[src/rtl/seq_alu_pkg.sv]
`default_nettype none
// ============================================================================
// Module   : seq_alu_pkg
// Purpose  : Function-select codes and control FSM encoding for seq_alu.
// Revision : 1.0
// ============================================================================
package seq_alu_pkg;

    localparam logic [2:0] FN_ADD  = 3'd0;
    localparam logic [2:0] FN_SUB  = 3'd1;
    localparam logic [2:0] FN_AND  = 3'd2;
    localparam logic [2:0] FN_OR   = 3'd3;
    localparam logic [2:0] FN_MUL  = 3'd4;
    localparam logic [2:0] FN_NOT  = 3'd5;
    localparam logic [2:0] FN_PASS = 3'd6;
    localparam logic [2:0] FN_XOR  = 3'd7;

    typedef enum logic [0:0] {
        ST_IDLE = 1'b0,
        ST_MUL  = 1'b1
    } state_t;

endpackage
`default_nettype wire

[src/rtl/seq_alu_if.sv]
`default_nettype none
// ============================================================================
// Module   : seq_alu_if
// Purpose  : Request/result bundle between the control FSM and seq_alu.
// Revision : 1.0
// ============================================================================
interface seq_alu_if #(
    parameter int WIDTH = 16
);
    logic             start;
    logic [2:0]       fnsel;
    logic [WIDTH-1:0] x;
    logic [WIDTH-1:0] y;
    logic             busy;
    logic             done;
    logic [WIDTH-1:0] z;
    logic             c_n;
    logic             c_n_minus_1;
    logic             ovf;
    logic             zero;
    logic             neg;

    modport master (
        output start, fnsel, x, y,
        input  busy, done, z, c_n, c_n_minus_1, ovf, zero, neg
    );

    modport slave (
        input  start, fnsel, x, y,
        output busy, done, z, c_n, c_n_minus_1, ovf, zero, neg
    );
endinterface
`default_nettype wire

[src/rtl/seq_alu_mul.sv]
`default_nettype none
// ============================================================================
// Module   : seq_alu_mul
// Purpose  : Iterative shift-add multiplier datapath, one multiplier bit/cycle.
// Revision : 1.0
// ============================================================================
module seq_alu_mul #(
    parameter int WIDTH = 16
) (
    input  wire logic             clk,
    input  wire logic             rst,
    input  wire logic             i_load,
    input  wire logic             i_step,
    input  wire logic [WIDTH-1:0] i_x,
    input  wire logic [WIDTH-1:0] i_y,
    output logic      [WIDTH-1:0] o_prod,
    output logic                  o_upper_nz,
    output logic                  o_last
);
    localparam int CNT_W = $clog2(WIDTH);
    localparam logic [CNT_W-1:0] C_CNT_INIT = CNT_W'(WIDTH - 1);
    localparam logic [CNT_W-1:0] C_CNT_ONE  = CNT_W'(1);

    logic [2*WIDTH-1:0] r_acc;
    logic [2*WIDTH-1:0] r_mcand;
    logic [WIDTH-1:0]   r_mplier;
    logic [CNT_W-1:0]   r_cnt;
    logic [2*WIDTH-1:0] w_acc_next;

    assign w_acc_next = r_mplier[0] ? (r_acc + r_mcand) : r_acc;

    always_ff @(posedge clk) begin
        if (rst) begin
            r_acc    <= '0;
            r_mcand  <= '0;
            r_mplier <= '0;
            r_cnt    <= '0;
        end else if (i_load) begin
            r_acc    <= '0;
            r_mcand  <= {{WIDTH{1'b0}}, i_x};
            r_mplier <= i_y;
            r_cnt    <= C_CNT_INIT;
        end else if (i_step) begin
            r_acc    <= w_acc_next;
            r_mcand  <= r_mcand << 1;
            r_mplier <= r_mplier >> 1;
            r_cnt    <= r_cnt - C_CNT_ONE;
        end
    end

    // The final product is taken from the accumulator's next value so the
    // last iteration and the result register share one edge.
    assign o_prod     = w_acc_next[WIDTH-1:0];
    assign o_upper_nz = |w_acc_next[2*WIDTH-1:WIDTH];
    assign o_last     = (r_cnt == '0);

endmodule
`default_nettype wire

[src/rtl/seq_alu.sv]
`default_nettype none
// ============================================================================
// Module   : seq_alu
// Purpose  : Multicycle ALU with registered result/flags and start/done
//            handshake. Define SEQ_ALU_MUL_EN to build the iterative multiply.
// Revision : 1.0
// ============================================================================
module seq_alu
    import seq_alu_pkg::*;
#(
    parameter int WIDTH = 16
) (
    input  wire logic clk,
    input  wire logic reset,
    seq_alu_if.slave  bus
);
    logic [WIDTH-1:0] w_yb;
    logic             w_cin;
    logic [WIDTH:0]   w_sum;
    logic [WIDTH-1:0] w_lo;

    logic [WIDTH-1:0] w_res_z;
    logic             w_res_cn;
    logic             w_res_cm1;
    logic             w_res_ovf;

    logic             w_issue;
    logic             w_finish;
    logic [WIDTH-1:0] w_mul_z;
    logic             w_mul_unz;

    logic [WIDTH-1:0] r_z;
    logic             r_cn;
    logic             r_cm1;
    logic             r_ovf;
    logic             r_done;

    // One adder serves ADD and SUB: fnsel[0] inverts y and supplies carry-in.
    assign w_cin = bus.fnsel[0];
    assign w_yb  = bus.y ^ {WIDTH{w_cin}};
    assign w_sum = {1'b0, bus.x} + {1'b0, w_yb} + {{WIDTH{1'b0}}, w_cin};
    assign w_lo  = {1'b0, bus.x[WIDTH-2:0]} + {1'b0, w_yb[WIDTH-2:0]}
                 + {{(WIDTH-1){1'b0}}, w_cin};

    always_comb begin
        w_res_z   = '0;
        w_res_cn  = 1'b0;
        w_res_cm1 = 1'b0;
        w_res_ovf = 1'b0;
        case (bus.fnsel)
            FN_ADD, FN_SUB: begin
                w_res_z   = w_sum[WIDTH-1:0];
                w_res_cn  = w_sum[WIDTH];
                w_res_cm1 = w_lo[WIDTH-1];
                w_res_ovf = w_sum[WIDTH] ^ w_lo[WIDTH-1];
            end
            FN_AND:  w_res_z = bus.x & bus.y;
            FN_OR:   w_res_z = bus.x | bus.y;
            FN_NOT:  w_res_z = ~bus.x;
            FN_PASS: w_res_z = bus.x;
            FN_XOR:  w_res_z = bus.x ^ bus.y;
            FN_MUL:  w_res_z = '0;
            default: w_res_z = '0;
        endcase
    end

`ifdef SEQ_ALU_MUL_EN
    state_t r_state;
    state_t w_state_next;
    logic   w_load;
    logic   w_step;
    logic   w_mul_last;

    always_ff @(posedge clk) begin
        if (reset) begin
            r_state <= ST_IDLE;
        end else begin
            r_state <= w_state_next;
        end
    end

    always_comb begin
        w_state_next = r_state;
        w_issue      = 1'b0;
        w_load       = 1'b0;
        w_step       = 1'b0;
        w_finish     = 1'b0;
        case (r_state)
            ST_IDLE: begin
                if (bus.start) begin
                    if (bus.fnsel == FN_MUL) begin
                        w_load       = 1'b1;
                        w_state_next = ST_MUL;
                    end else begin
                        w_issue = 1'b1;
                    end
                end
            end
            ST_MUL: begin
                w_step = 1'b1;
                if (w_mul_last) begin
                    w_finish     = 1'b1;
                    w_state_next = ST_IDLE;
                end
            end
            default: w_state_next = ST_IDLE;
        endcase
    end

    seq_alu_mul #(
        .WIDTH (WIDTH)
    ) u_mul (
        .clk        (clk),
        .rst        (reset),
        .i_load     (w_load),
        .i_step     (w_step),
        .i_x        (bus.x),
        .i_y        (bus.y),
        .o_prod     (w_mul_z),
        .o_upper_nz (w_mul_unz),
        .o_last     (w_mul_last)
    );

    assign bus.busy = (r_state == ST_MUL);
`else
    // Without the multiplier every function, including fnsel=4, is one cycle.
    assign w_issue   = bus.start;
    assign w_finish  = 1'b0;
    assign w_mul_z   = '0;
    assign w_mul_unz = 1'b0;
    assign bus.busy  = 1'b0;
`endif

    always_ff @(posedge clk) begin
        if (reset) begin
            r_z    <= '0;
            r_cn   <= 1'b0;
            r_cm1  <= 1'b0;
            r_ovf  <= 1'b0;
            r_done <= 1'b0;
        end else begin
            r_done <= w_issue | w_finish;
            if (w_issue) begin
                r_z   <= w_res_z;
                r_cn  <= w_res_cn;
                r_cm1 <= w_res_cm1;
                r_ovf <= w_res_ovf;
            end else if (w_finish) begin
                r_z   <= w_mul_z;
                r_cn  <= w_mul_unz;
                r_cm1 <= 1'b0;
                r_ovf <= 1'b0;
            end
        end
    end

    assign bus.done        = r_done;
    assign bus.z           = r_z;
    assign bus.c_n         = r_cn;
    assign bus.c_n_minus_1 = r_cm1;
    assign bus.ovf         = r_ovf;
    assign bus.zero        = (r_z == '0);
    assign bus.neg         = r_z[WIDTH-1];

endmodule
`default_nettype wire
[src/flat_wrapper.sv]
// flat-port wrapper written by rule: the top's interface ports become plain ports
module seq_alu_flat import seq_alu_pkg::*;
#(
    parameter int WIDTH = 16
)
  (clk, reset, bus_start, bus_fnsel, bus_x, bus_y, bus_busy, bus_done, bus_z, bus_c_n, bus_c_n_minus_1, bus_ovf, bus_zero, bus_neg);
  seq_alu_if #(.WIDTH(WIDTH)) bus_i ();
  input  wire logic clk;
  input  wire logic reset;
  input wire logic [$bits(bus_i.start)-1:0] bus_start;
  input wire logic [$bits(bus_i.fnsel)-1:0] bus_fnsel;
  input wire logic [$bits(bus_i.x)-1:0] bus_x;
  input wire logic [$bits(bus_i.y)-1:0] bus_y;
  output wire logic [$bits(bus_i.busy)-1:0] bus_busy;
  output wire logic [$bits(bus_i.done)-1:0] bus_done;
  output wire logic [$bits(bus_i.z)-1:0] bus_z;
  output wire logic [$bits(bus_i.c_n)-1:0] bus_c_n;
  output wire logic [$bits(bus_i.c_n_minus_1)-1:0] bus_c_n_minus_1;
  output wire logic [$bits(bus_i.ovf)-1:0] bus_ovf;
  output wire logic [$bits(bus_i.zero)-1:0] bus_zero;
  output wire logic [$bits(bus_i.neg)-1:0] bus_neg;
  assign bus_i.start = bus_start;
  assign bus_i.fnsel = bus_fnsel;
  assign bus_i.x = bus_x;
  assign bus_i.y = bus_y;
  assign bus_busy = bus_i.busy;
  assign bus_done = bus_i.done;
  assign bus_z = bus_i.z;
  assign bus_c_n = bus_i.c_n;
  assign bus_c_n_minus_1 = bus_i.c_n_minus_1;
  assign bus_ovf = bus_i.ovf;
  assign bus_zero = bus_i.zero;
  assign bus_neg = bus_i.neg;
  seq_alu #(.WIDTH(WIDTH)) u_core (.clk(clk), .reset(reset), .bus(bus_i));
endmodule
[config.mk]
export PLATFORM = sky130hd
export DESIGN_NAME = seq_alu_flat
export DESIGN_NICKNAME = d
export VERILOG_FILES = /design/src/rtl/seq_alu_pkg.sv /design/src/rtl/seq_alu_if.sv /design/src/rtl/seq_alu_mul.sv /design/src/rtl/seq_alu.sv /design/src/flat_wrapper.sv
export SDC_FILE = /design/constraint.sdc
export NUM_CORES = 1
export LEC_CHECK = 0
export CAP_MARGIN = 30
export CORE_MARGIN = 4
export CORE_UTILIZATION = 48
export DETAILED_ROUTE_END_ITERATION = 6
export PLACE_DENSITY = 0.79
export REMOVE_ABC_BUFFERS = 1
export SYNTH_ARGS = -nofsm -noshare
export SYNTH_HDL_FRONTEND = slang
export SYNTH_SLANG_ARGS = --single-unit
export TNS_END_PERCENT = 50
[constraint.sdc]
create_clock -name clk -period 3.3 [get_ports clk]
set_input_delay 0.495 -clock clk [delete_from_list [all_inputs] [get_ports clk]]
set_output_delay 0.495 -clock clk [all_outputs]
set_load 0.005 [all_outputs]
After elaboration in Yosys (flattened, before gate mapping). Cells that the tools add are included.

Register bits after elaboration: 20. Input bits: 38. Word-level logic and storage cells: 29.

$add $sub $neg: 4. Equal/unequal tests: 7. Muxes and demuxes: 4. Bitwise gates (word level): 6. Reduce and logical (&&, ||, !) cells: 3.

Operator list (number): case mux 16 bit (7 select lines) (1); XOR 16 bit (2); adder 16 x 16 -> 17 bit (1); adder 17 x 1 -> 17 bit (1); adder 15 x 15 -> 16 bit (1); adder 16 x 1 -> 16 bit (1); bitwise AND 16 bit (1); logical NOT 16 bit (1); inverter 16 bit (1); bitwise OR 16 bit (1); == test 3 bit, second input constant (4); == test 3 x 2 -> 1 bit, second input constant (2); == test 3 x 1 -> 1 bit, second input constant (1); logical NOT 3 bit (1); two-way mux 1 bit (3); OR reduction 2 bit (1); XOR 1 bit (1).

Depth between registers and ports, before layout.
Depth in word-level cells: 5. Mapped depth: 13.

Worst setup path after synthesis. Ideal clock, no wire load.

Kind: input-to-reg. Start: input bus_fnsel[0]. End: register u_core.r_z[15] (netlist: u_core.bus.z[15]). Arrival: 3.110 ns. Data required time: 3.197 ns. Setup slack: 0.087 ns. Cell stages on the path: 12. Path buffers: 4. Cells stage by stage: clkbuf_1 buf_2 buf_2 buf_2 xor2_1 ha_1 o21a_1 o211a_1 a21boi_1 o211ai_2 xnor2_1 a2111oi_2.

Cells in the longest elaborated chain, start to end: 4. Elaborated cells between the ends (all ways): 13.

Ends and longest elaborated chain: start, declared (RTL line flat_wrapper.sv:11) `input wire logic [$bits(bus_i.fnsel)-1:0] bus_fnsel;`; XOR 16 bit (RTL line seq_alu.sv:40) `assign w_yb = bus.y ^ {WIDTH{w_cin}};`; adder 16 x 16 -> 17 bit (RTL line seq_alu.sv:41) `assign w_sum = {1'b0, bus.x} + {1'b0, w_yb} + {{WIDTH{1'b0}}, w_cin};`; adder 17 x 1 -> 17 bit (RTL line seq_alu.sv:41); case mux 16 bit (7 select lines) (*) (RTL line seq_alu.sv:50) `case (bus.fnsel)`; end signal, assigned (RTL line seq_alu.sv:144) `r_z <= w_res_z;`; end signal, assigned (RTL line seq_alu.sv:149) `r_z <= w_mul_z;`; end, declared (RTL line seq_alu.sv:32) `logic [WIDTH-1:0] r_z;`.

Mark *: on every way between the ends. The rest lies on a longest branch, timed or not. A chain may end at the register's enable or synchronous reset.

Worst setup path after layout. Same ends and word-level chain as after synthesis.

==> impl_metrics.json <==
{
  "tightest_slew_ns": 0.612,
  "startpoint": "bus_fnsel[0]",
  "fin_ws_ns": 0.495,
  "synth-simple-area-share_pct": 15.1,
  "ys_warn_count": 0,
  "die_height_um": 86.6,
  "cts.repair.resized": 0,
  "area_growth_pct": 24.5,
  "nets": 534,
  "start_kind": "primary input",
  "gp_congestion": 0.900,
  "grt_max_degree": 29,
  "cp_slowest_cell": "buf_2",
  "cts_buffer_depth": 2,
  "rsz0062_at_grt": "false",
  "min_from": "u_core.bus.c_n$_SDFFE_PP0P_",
  "holdWs_ns": 0.464,
  "critPathCaptureType": "flop",
  "synthArstFlopShare_pct": 0,
  "grt_pass1_vias": 2838,
  "crit_required_ns": 3.47,
  "power_density_nw_per_um2": 277,
  "clk_latency_ns": 0.26,
  "synth_edf_count": 0,
  "muxShareOfSynthArea_pct": 6.46,
  "grt_pass1_wl_mm": 13.5,
  "ys_ff_latch": 20,
  "rows": 28,
  "cts.sinks": 20,
  "h-tree-depth": 1,
  "cts_setup_buffers": 0,
  "peakVddDrop_uv": 154,
  "p_sw_share_pct": 38.6,
  "drt_iter0_markers": 210,
  "clock_power_share_pct": 19.4,
  "maxSlewViolCount": 0,
  "fmaxAchievable_ghz": 0.357,
  "intPower_mw": 0.628,
  "synth_common_cells": "ha_1, inv_1, nand2_1",
  "critPathMaxStageDelay_ns": 0.48,
  "avgViaCountPerCell": 5.91,
  "hpwl_mm": 6.44,
  "crit_path_cell_trace": "buf_2, buf_4, xor2_1, ha_1, a21oi_1, a21boi_1, o211ai_2, xnor2_1, a2111oi_2",
  "core_area_um2": 5960,
  "status": "completed",
  "relSlewSlack_pct": 59.2,
  "arrival_ns": 2.97,
  "worstReg2RegStart": "u_core.bus.z[13]$_SDFFE_PP0P_",
  "dieArea_um2": 7500,
  "routed-via-count": 3081,
  "die_x_um": 86.6,
  "yosys.cell_types.count": 58,
  "numCtsBuffers": 3,
  "synth-adder-area-share_pct": 20.9,
  "post_drt_wl_per_cell_um": 16.1,
  "start_util_pct": 49.8,
  "finalSetupViolCount": 0,
  "cap_violations": 0,
  "cts_tree": "built",
  "synth_area_leaders": "ha_1, dfxtp_1, mux2i_1",
  "layout_min_cycle_time_ns": 2.80,
  "p_leak_nw": 1.72,
  "crit_type": "in -> reg",
  "synth_xor_area_share_pct": 6.80,
  "path_clk_slew_ns": 0.08,
  "clockRootBuffer": "clkbuf_8",
  "first_pass_iters": 5,
  "grt_usage_pct": 22.3,
  "synthCells": 396,
  "synth_compound_gate_area_share_pct": 27.5,
  "antenna_found_initial": 0,
  "drt_wl_total_mm": 8.38,
  "min_path_type": "reg -> reg",
  "io_buffers": 59,
  "path_max_fanout": 28,
  "fillers": 517,
  "post-route-period-util_pct": 85.0,
  "drc": 0,
  "finalHoldViolCount": 0,
  "syn_avg_cell_area_um2": 7.49,
  "combPwrFrac_pct": 53.4,
  "diodes": 0,
  "synth_top_family_by_area": "compound AO/OA/AOI/OAI gates",
  "yosysTopAreaCell": "ha_1",
  "antenna_left": 0,
  "seqPwrFrac_pct": 27.2,
  "fin_tns_setup_ns": 0,
  "cts.hold.buffers_added": 0,
  "fin_skew_ns": 0,
  "switchingPower_mw": 0.394,
  "drive_above_1_share_pct": 6.28,
  "synthesis.area_um2": 2960,
  "grt_remaining_overflow": 0,
  "pin_count": 61,
  "post-synth-top-count-cell": "ha_1",
  "synth_ff_type": "dfxtp_1",
  "ys_seq_area_share_pct": 13.5,
  "pre_cts_ws_ns": 0.223,
  "yosys.area.top_type_share_pct": 20.3
}
## per-layer routing
metal | vias up | part of all wire, % | track usage, %
met5 | - | 0 | 0
met2 | 120 | 48 | 37.8
li1 | 1511 | - | -
met1 | 1431 | 42 | 30.1
met3 | 19 | 7.9 | 1.90
met4 | 0 | 2.4 | 6.52
## final timing paths
path	slack [ns]	to	cells past startpoint
setup / recovery	0.50	u_core.bus.z[15]$_SDFFE_PP0P_	9
hold / removal	0.46	u_core.bus.c_n$_SDFFE_PP0P_	2
hold reg to reg	0.46	u_core.bus.c_n$_SDFFE_PP0P_	2
setup reg to reg	2.21	u_core.bus.z[13]$_SDFFE_PP0P_	4
## sequential cells by signal, summed over array words and instances (netlist names)
signal	count
u_core.bus.ovf	1
u_core.bus.done	1
u_core.bus.z	16
u_core.bus.c_n	1
u_core.bus.c_n_minus_1	1
## critical path, delay by kind of cell
kind            cells  cell delay (ns)
xor+xnor            2             0.32
buf+inv             2             0.72
compound gates      4             1.11
fa+ha+maj           1             0.32
## final cells by class
class / instances / area (µm²) / share of cell area [%]
Sequential cell: 20 / 400 / 10.9
Timing Repair Buffer: 72 / 696 / 18.9
Inverter: 44 / 165 / 4.48
Multi-Input combinational cell: 306 / 2280 / 61.8
Tap cell: 75 / 93.8 / 2.54
Clock buffer: 4 / 55.1 / 1.49
## cells by family (layout without fill, tap and decap cells)
kind of cell,after synthesis,after routing
AO/OA/AOI/OAI,118,118
AND/OR/NAND/NOR,96,96
buffers and inverters,70,120
adder cells (fa/ha/maj),49,49
XOR/XNOR,23,23
flip-flops,20,20
multiplexers,19,19
other,1,1
## metrics by stage
stage	total power, mW	area, µm²	instances	utilization [%]
2_1_floorplan	0.596	2850	370	-
3_3_place_gp	0.809	3630	517	61.0
3_5_place_dp	0.822	3630	517	61.0
4_1_cts	1.02	3690	521	62.0
5_1_grt	1.09	3690	521	62.0
6_report	1.02	3690	521	62.0
## layout by cell type, fill, tap and decap left out, drive strengths merged, types with 3 or more instances in the layout
cell,Yosys,routed
ha,48,48
nand3b,3,3
a221oi,4,4
nand3,5,5
a211oi,8,8
inv,44,44
o22ai,8,8
and3,3,3
a21oi,22,22
and2,3,3
a21o,3,3
o21ai,27,27
nand2,35,35
a22oi,3,3
mux2i,18,18
xnor2,7,7
nor3,3,3
clkdlybuf4s50,0,58
dfxtp,20,20
o211ai,9,9
buf,16,14
xor2,16,16
a31oi,5,5
nor2b,3,3
nor2,27,27
a21bo,3,3
a221o,5,5
nor4,5,5
clkbuf,10,4
o21a,4,4
## power groups by stage
stage	Clock, mW	Combinational (mW)	Sequential [mW]
finish	0.198	0.546	0.278
global route	0.207	0.604	0.281
CTS	0.201	0.541	0.278
detailed placement	0	0.538	0.284
global placement	0	0.525	0.284
floorplan	0	0.314	0.282
(Power assumes the default switching activity.)
